==> src/rtl/vpu_writeback.sv <==
// ----------------------------------------------------------------------------
// vpu_writeback: requantizes two int32 activations to int8, packs them, buffers
// them in a FIFO and writes them to sequential UB addresses.  Rev 1.0
// ----------------------------------------------------------------------------
`default_nettype none

module vpu_writeback #(
  parameter int FIFO_DEPTH = 8,
  parameter int ADDR_WIDTH = 8
) (
  input  logic                  clk,
  input  logic                  reset,
  input  logic                  valid_in,
  input  logic [31:0]           data_in0,
  input  logic [31:0]           data_in1,
  input  logic [15:0]           scale,
  input  logic [4:0]            shift,
  input  logic [7:0]            zero_point,
  input  logic                  start,
  input  logic [ADDR_WIDTH-1:0] base_addr,
  input  logic [ADDR_WIDTH-1:0] row_count,
  input  logic                  ub_wr_ready,
  output logic                  ub_wr_en,
  output logic [ADDR_WIDTH-1:0] ub_wr_addr,
  output logic [15:0]           ub_wr_data,
  output logic                  busy,
  output logic                  done,
  output logic                  overflow
);

  localparam int PTR_W = $clog2(FIFO_DEPTH);
  localparam logic [PTR_W:0]      c_ptr_one  = 1;
  localparam logic [ADDR_WIDTH-1:0] c_addr_one = 1;

  typedef enum logic [1:0] {
    S_IDLE = 2'd0,
    S_RUN  = 2'd1,
    S_DONE = 2'd2
  } state_t;

  // Round-half-up shift, add zero point, clamp to int8.  The 49-bit product
  // never exceeds 2^47 in magnitude, so none of the sums below can wrap.
  function automatic logic [7:0] f_requant(input logic signed [48:0] p,
                                           input logic [4:0] sh,
                                           input logic [7:0] zp);
    logic signed [48:0] rnd;
    logic signed [48:0] sum;
    logic signed [48:0] r;
    logic signed [48:0] q;
    rnd = (sh == 5'd0) ? 49'sd0 : (49'sd1 <<< (sh - 5'd1));
    sum = p + rnd;
    r   = sum >>> sh;
    q   = r + $signed({{41{zp[7]}}, zp});
    if (q > 49'sd127)
      return 8'h7F;
    else if (q < -49'sd128)
      return 8'h80;
    else
      return q[7:0];
  endfunction

  logic signed [48:0] w_scale_ext;
  logic signed [48:0] w_p0;
  logic signed [48:0] w_p1;
  logic               r_s1_valid;
  logic signed [48:0] r_p0;
  logic signed [48:0] r_p1;
  logic               r_s2_valid;
  logic [7:0]         r_q0;
  logic [7:0]         r_q1;

  assign w_scale_ext = $signed({33'd0, scale});
  assign w_p0 = $signed({{17{data_in0[31]}}, data_in0}) * w_scale_ext;
  assign w_p1 = $signed({{17{data_in1[31]}}, data_in1}) * w_scale_ext;

  always_ff @(posedge clk) begin
    if (reset) begin
      r_s1_valid <= 1'b0;
      r_p0       <= '0;
      r_p1       <= '0;
      r_s2_valid <= 1'b0;
      r_q0       <= '0;
      r_q1       <= '0;
    end else begin
      r_s1_valid <= valid_in;
      r_p0       <= w_p0;
      r_p1       <= w_p1;
      r_s2_valid <= r_s1_valid;
      r_q0       <= f_requant(r_p0, shift, zero_point);
      r_q1       <= f_requant(r_p1, shift, zero_point);
    end
  end

  state_t                r_state;
  logic [ADDR_WIDTH-1:0] r_ptr;
  logic [ADDR_WIDTH-1:0] r_remaining;
  logic [15:0]           r_mem [FIFO_DEPTH];
  logic [PTR_W:0]        r_wptr;
  logic [PTR_W:0]        r_rptr;
  logic                  r_overflow;
  logic                  w_empty;
  logic                  w_full;
  logic                  w_pop;
  logic                  w_push;

  assign w_empty = (r_wptr == r_rptr);
  assign w_full  = (r_wptr[PTR_W] != r_rptr[PTR_W]) &&
                   (r_wptr[PTR_W-1:0] == r_rptr[PTR_W-1:0]);
  assign w_pop   = (r_state == S_RUN) && !w_empty && ub_wr_ready;
  // The VPU cannot stall: a push into a full FIFO survives only if a pop frees a slot.
  assign w_push  = r_s2_valid && (!w_full || w_pop);

  always_ff @(posedge clk) begin
    if (w_push)
      r_mem[r_wptr[PTR_W-1:0]] <= {r_q1, r_q0};
  end

  always_ff @(posedge clk) begin
    if (reset) begin
      r_wptr     <= '0;
      r_rptr     <= '0;
      r_overflow <= 1'b0;
    end else begin
      if (w_push)
        r_wptr <= r_wptr + c_ptr_one;
      if (w_pop)
        r_rptr <= r_rptr + c_ptr_one;
      if (r_s2_valid && !w_push)
        r_overflow <= 1'b1;
    end
  end

  always_ff @(posedge clk) begin
    if (reset) begin
      r_state     <= S_IDLE;
      r_ptr       <= '0;
      r_remaining <= '0;
    end else begin
      case (r_state)
        S_IDLE: begin
          if (start) begin
            r_ptr       <= base_addr;
            r_remaining <= row_count;
            r_state     <= (row_count != '0) ? S_RUN : S_DONE;
          end
        end
        S_RUN: begin
          if (w_pop) begin
            r_ptr       <= r_ptr + c_addr_one;
            r_remaining <= r_remaining - c_addr_one;
            if (r_remaining == c_addr_one)
              r_state <= S_DONE;
          end
        end
        S_DONE:  r_state <= S_IDLE;
        default: r_state <= S_IDLE;
      endcase
    end
  end

  assign ub_wr_en   = (r_state == S_RUN) && !w_empty;
  assign ub_wr_addr = r_ptr;
  assign ub_wr_data = w_empty ? 16'h0000 : r_mem[r_rptr[PTR_W-1:0]];
  assign busy       = (r_state == S_RUN);
  assign done       = (r_state == S_DONE);
  assign overflow   = r_overflow;

endmodule

`default_nettype wire

==> config.mk <==
export PLATFORM = sky130hd
export DESIGN_NAME = vpu_writeback
export DESIGN_NICKNAME = d
export VERILOG_FILES = /design/src/rtl/vpu_writeback.sv
export SDC_FILE = /design/constraint.sdc
export NUM_CORES = 2
export LEC_CHECK = 0
export ABC_AREA = 0
export CAP_MARGIN = 40
export CELL_PAD_IN_SITES_DETAIL_PLACEMENT = 0
export CELL_PAD_IN_SITES_GLOBAL_PLACEMENT = 2
export CORE_ASPECT_RATIO = 0.6
export CORE_UTILIZATION = 37
export CTS_CLUSTER_DIAMETER = 120
export CTS_CLUSTER_SIZE = 8
export DETAILED_ROUTE_END_ITERATION = 10
export GPL_TIMING_DRIVEN = 0
export PLACE_DENSITY_LB_ADDON = 0.05
export RECOVER_POWER = 50
export SYNTH_ARGS = -nofsm -noshare
export SYNTH_HDL_FRONTEND = slang
export SYNTH_SLANG_ARGS = --single-unit
==> constraint.sdc <==
create_clock -name clk -period 12.21 [get_ports clk]
set_clock_uncertainty 0.2 [all_clocks]
set_input_delay 1.8315 -clock clk [delete_from_list [all_inputs] [get_ports clk]]
set_output_delay 1.8315 -clock clk [all_outputs]
set_load 0.01 [all_outputs]
# Yosys cells after proc, flatten, opt, wreduce, memory -nomap -nowiden
# Memory sizes are Yosys's and may differ from the RTL's. A register that Yosys moved wholly into a read port is not among the register bits.
# Index checks and enable logic that the tools add are counted.
[word_totals]
n_memories = 1
wordCells = 80
ram_bits = 128
ff_bits = 143
input_bits = 114
latchBits = 0
romBits = 0
[op_classes]
mux = 21
div = 0
addsub = 9
n_reduce_logical = 17
n_bitwise = 0
n_lt_le_gt_ge = 4
n_eq_ne = 9
mul = 2
n_shift = 3
[memory_table]
columns = ["name", "depth", "word_bits", "read_ports", "rd_clocked_by_memory_dff", "write_ports", "line", "source"]
rows = [
  ["r_mem", 8, 16, 1, 1, 1, "97", "logic [15:0] r_mem [FIFO_DEPTH];"],
]
[op_table]
columns = ["cell", "count"]
rows = [
  ["49-bit adder", 2],
  ["49-bit by 8-bit adder with 49-bit output", 2],
  ["49-bit by 8-bit greater-than comparator with 1-bit output, second input constant", 2],
  ["49-bit by 8-bit < comparator with 1-bit output, second input constant", 2],
  ["32-bit by 17-bit multiplier with 49-bit output", 2],
  ["49-bit by 5-bit >>> shifter with 49-bit output", 2],
  ["49-bit two-way mux", 1],
  ["2-bit by 5-bit <<< shifter with 49-bit output, first input constant", 1],
  ["8-bit two-way mux", 6],
  ["8-bit case mux with 2 select lines", 2],
  ["16-bit two-way mux", 1],
  ["7-bit two-way mux", 2],
  ["4-bit by 1-bit adder with 4-bit output, second input constant", 2],
  ["8-bit by 1-bit adder with 8-bit output, second input constant", 1],
  ["8-bit by 1-bit equality test with 1-bit output, second input constant", 1],
  ["2-bit two-way mux", 4],
  ["8-bit nonzero test", 1],
  ["8-bit by 1-bit subtractor with 8-bit output, second input constant", 1],
  ["3-bit two-way mux", 2],
  ["3-bit AND reduction", 2],
  ["1-bit logical AND", 5],
  ["5-bit logical NOT", 1],
  ["5-bit by 1-bit subtractor with 5-bit output, second input constant", 1],
  ["4-bit equality test", 1],
  ["other kinds (13)", 18],
]

# Logic depth before layout (Yosys ltp)
[depth]
ltp_word = 9
mapped_depth = 41
ltp_nobuf = 34

# Worst setup path before layout
# OpenSTA, ideal clock, no wires.
[synth_timing]
path_type = "input -> register"
from = "input port shift[1]"
to = "register r_q0[0]"
cell_stages = 40
path_slack_ns = 0.724
t_required_ns = 11.879
arrival_time_ns = 11.154
setup_ns = 0.131
cell_sequence = "buf_4 -> buf_2 -> clkbuf_1 -> buf_1 -> clkbuf_1 -> clkbuf_1 -> buf_1 -> clkbuf_1 -> clkbuf_1 -> nor3_1 -> ha_1 -> ha_1 -> a31oi_1 -> or3b_2 -> a21boi_0 -> o2111ai_1 -> a31oi_1 -> o21ai_0 -> [4 not listed] -> a21oi_1 -> a21o_1 -> ha_1 -> inv_1 -> fa_1 -> nand2b_1 -> a21oi_1 -> o21ai_0 -> a211o_1 -> a2111oi_0 -> nor2_1 -> o21ai_0 -> xnor2_1 -> nand4_1 -> or4_1 -> or4_1 -> nor2_1 -> o22ai_1"
[synth_between]
elab_chain_cells = 9
word_cells_on_any_way = 11
[synth_rtl]
columns = ["element", "line", "source"]
rows = [
  ["start, declared", "17", "input logic [4:0] shift,"],
  ["5-bit by 1-bit subtractor with 5-bit output", "50", "rnd = (sh == 5'd0) ? 49'sd0 : (49'sd1 <<< (sh - 5'd1));"],
  ["2-bit by 5-bit <<< shifter with 49-bit output", "50", ""],
  ["49-bit two-way mux", "50", ""],
  ["49-bit adder", "51", "sum = p + rnd;"],
  ["49-bit by 5-bit >>> shifter with 49-bit output (*)", "52", "r = sum >>> sh;"],
  ["49-bit by 8-bit adder with 49-bit output (*)", "53", "q = r + $signed({{41{zp[7]}}, zp});"],
  ["49-bit by 8-bit < comparator with 1-bit output", "56", "else if (q < -49'sd128)"],
  ["8-bit two-way mux", "56", ""],
  ["7-bit two-way mux (*)", "54", "if (q > 49'sd127)"],
  ["end signal, assigned", "89", "r_q0 <= f_requant(r_p0, shift, zero_point);"],
  ["end, declared", "69", "logic [7:0] r_q0;"],
]
# Mark *: on every way between the ends. The rest lies on a longest branch, timed or not.
# A chain may end at the register's enable or synchronous reset.

# Worst setup path after layout
[layout_timing]
from = "input port shift[2]"
to = "register r_q0[2]"
# Same word-level chain as after synthesis.

==> results.md <==
- Worst Tran Pin Value: 1.86 ns
- Clk slew on worst S/H paths: 0.05 ns
- Vias per cell: 5.75
- Crit Path Category: in -> reg
- Clock root buffer: clkbuf_16
- Initial antenna violation count: 27
- Mapped Cells: 7,535
- CP endpoint: r_q0[2]
- FF-to-FF path depth: 29
- Post-Synth Adder-Cell Area: 0.384
- Main synth FF type: dfxtp_1
- Total congestion overflow: 0
- Final WL: 295,000 um
- Boundary Pins: 142
- Post-synthesis mux area share: 0.0478
- Outcome: finished with violations
- DRC violations left: 0
- Core Rows: 117
- Cell Area, Synth: 63,800 sq um
- Worst Path Arrival: 12.48 ns
- Post-DRT Antenna Nets: 0
- CORE AREA: 170,000 sq um
- Main combinational cell family by area after synthesis: adder cells
- Post-CTS Hold Buffers: 0
- Final net count: 9,372
- Post-Synth Simple-Gate Area: 0.186
- Number of synthesized flops with an enable pin: 128
- Synth cell types: 109
- Placed inst area: 69,800 sq um
- Sequential cell area fraction in the yosys report: 0.106
- TritonCTS Buffers: 40
- Bufs on Longest Clock Path: 3
- Max-slew violation count: 44
- Top delay family on crit path: compound AO/OA/AOI/OAI gates
- First DRT Iteration DRCs: 6,589
- Share of layout cells above drive strength 1: 0.0893
- Worst skew pair latency: 0.59 ns
- H-Tree Depth: 2
- Sink Count: 274
- P&R area growth vs syn: 14.6%
- RSZ-0062 raised after global routing: yes
- Final GP Congestion: 1.04
- Commonest non-fill, non-tap cells in the layout: 1,140 x inv_1, 980 x fa_1, 953 x nand2_1
- I/O Buffers: 123
- Warnings, synthesis: 0
- Rel. slew slack: -0.239
- CTS tree: done
- Post-DP HPWL: 257,000 um
- First-pass GRT wire length: 423,000 um
- Gr usage total: 0.341
- Reg-to-Reg Start: r_p1[19]
- Required time of the critical path: 12.47 ns
- Vias in the first global route: 56,800
- Setup violators final: 1
- Worst setup slack after layout: -0.00375 ns
- Launch point of the worst path: shift[2]
- Failing checks: max-capacitance violations, max-slew violations, negative setup slack
- Worst min path class: reg -> reg
- Compound-Gate Fraction of Synth Area: 0.146
- 1st-pass router iterations: 6
- Bufs and invs on worst path: 9
- Worst path max stage delay: 0.56 ns
- FF-to-FF End: r_q1[1]
- Total number of vias: 58,700
- Max Clk Rate: 81.9 MHz
- Height of the chip: 324 um
- Die area: 174,000 sq um
- Critical Path End Type: register
- Crit-path slowest cell: o22ai_1
- Critical path depth in cells: 38
- Post-synth ARST share: 0
- Final Cell Area: 73,100 sq um
- Width of the die: 538 um
- Fin crit share: 1.00
- Fraction of synthesized cell area in xor and xnor cells: 0.0378
- Commonest non-fill, non-tap cell in the layout: inv_1
- Max_cap viols: 4
- Initial core utilization: 0.374
- Final Hold Fails: 0
- Largest net degree at the start of global routing: 68
- Post-layout min period: 12.21 ns
- Synth Area per Inst: 8.47 sq um
- # fillers: 17,400
- Synth Register Bits: 274
- CP Max Fanout: 10
- Reg2Reg Setup Slack: 2.82 ns
- Wire per inst: 29.0 um
- Worst setup SP type: primary input
-- cells by family after synthesis --
group / after synthesis
xor+xnor: 273
flops: 274
buf+inv: 1562
compound gates: 1375
fa+ha+maj: 1373
simple gates: 2455
mux: 222
other cells: 1
-- sequential cells by signal, summed over array words and instances (netlist names), named ones only --
| signal | flops |
|---|---|
| r_rptr | 4 |
| r_p1 | 49 |
| r_q0 | 8 |
| overflow | 1 |
| r_remaining | 8 |
| ub_wr_addr | 8 |
| r_wptr | 4 |
| r_mem | 128 |
| r_p0 | 49 |
| r_state | 2 |
| r_s1_valid | 1 |
| r_q1 | 8 |
| r_s2_valid | 1 |
-- repair_timing --
action                                  in CTS  in global routing
setup buffers                               30                 26
gates resized for setup                    275                133
gates cloned                                 0                  0
endpoints found under the setup margin      16                 16
pin swaps                                   27                 35
-- cell usage after synthesis, types with 20 or more instances --
library cell,count,share of area
o211ai_1,58,0.0068
or3_1,47,0.0046
o31ai_1,40,0.0047
mux2_2,41,0.0072
edfxtp_1,128,0.060
nand2b_1,49,0.0048
nor4_1,37,0.0036
and3_1,51,0.0050
nor3_1,106,0.0083
nand4_1,56,0.0055
a21o_1,151,0.018
fa_1,980,0.31
clkbuf_1,375,0.022
xor2_1,109,0.015
nor2_1,419,0.025
a21boi_0,22,0.0026
a211oi_1,74,0.0087
mux4_2,62,0.022
a21oi_1,335,0.026
o22ai_1,20,0.0020
buf_1,31,0.0018
xnor2_1,162,0.022
mux2i_1,119,0.019
dfxtp_1,146,0.046
inv_1,1141,0.067
o21bai_1,30,0.0035
ha_1,379,0.074
o21a_1,64,0.0075
nand3_1,117,0.0092
and2_1,438,0.043
nand2_1,965,0.057
or2_2,24,0.0024
o21ai_0,215,0.017
a31oi_1,65,0.0064
nor2b_1,52,0.0051
-- area by class of cell --
type | count | area (sq um) | share of cell area
Antenna cell | 17 | 42.5 | 0.000582
Buffer | 400 | 1690 | 0.0232
Clock buffer | 59 | 1070 | 0.0147
Clock inverter | 4 | 83.8 | 0.00115
Inverter | 1142 | 4290 | 0.0587
Multi-Input combinational cell | 5700 | 52700 | 0.721
Sequential cell | 274 | 6770 | 0.0926
Tap cell | 2261 | 2830 | 0.0387
Timing Repair Buffer | 341 | 3610 | 0.0494
-- worst min-delay path by stage --
| stage | slack (ns) | cells past startpoint | to | startpoint |
|---|---|---|---|---|
| detailed placement | 0.25 | 1 | r_s2_valid | r_s1_valid |
| floorplan | 0.21 | 1 | r_s2_valid | r_s1_valid |
| global route | 0.26 | 1 | r_s2_valid | r_s1_valid |
| global placement | 0.23 | 1 | r_s2_valid | r_s1_valid |
| CTS | 0.27 | 1 | r_s2_valid | r_s1_valid |
| finish | 0.26 | 1 | r_s2_valid | r_s1_valid |
-- stage by stage --
step,setup WS [ns],util,cells,hold WS [ns],TNS (ns)
floorplan,0.724,-,7536,0.214,0
global placement,-8.74,0.398,9920,0.233,-115.16
detailed placement,-5.44,0.409,10100,0.245,-77.82
CTS,0.00345,0.424,10200,0.266,0
global route,-0.0271,0.429,10200,0.261,-0.109
finish,-0.00375,0.429,10200,0.259,-0.00375
-- layer usage --
metal,global-route usage,up-vias,share of wire
met1,0.563,30100,0.51
met4,0.0231,4,0.0063
li1,-,25600,-
met3,0.153,137,0.15
met2,0.395,2817,0.33
met5,0.00493,-,0.00043
Power is not shown: default switching activity piles up to over one toggle a cycle in this logic, so the estimate is an artifact.
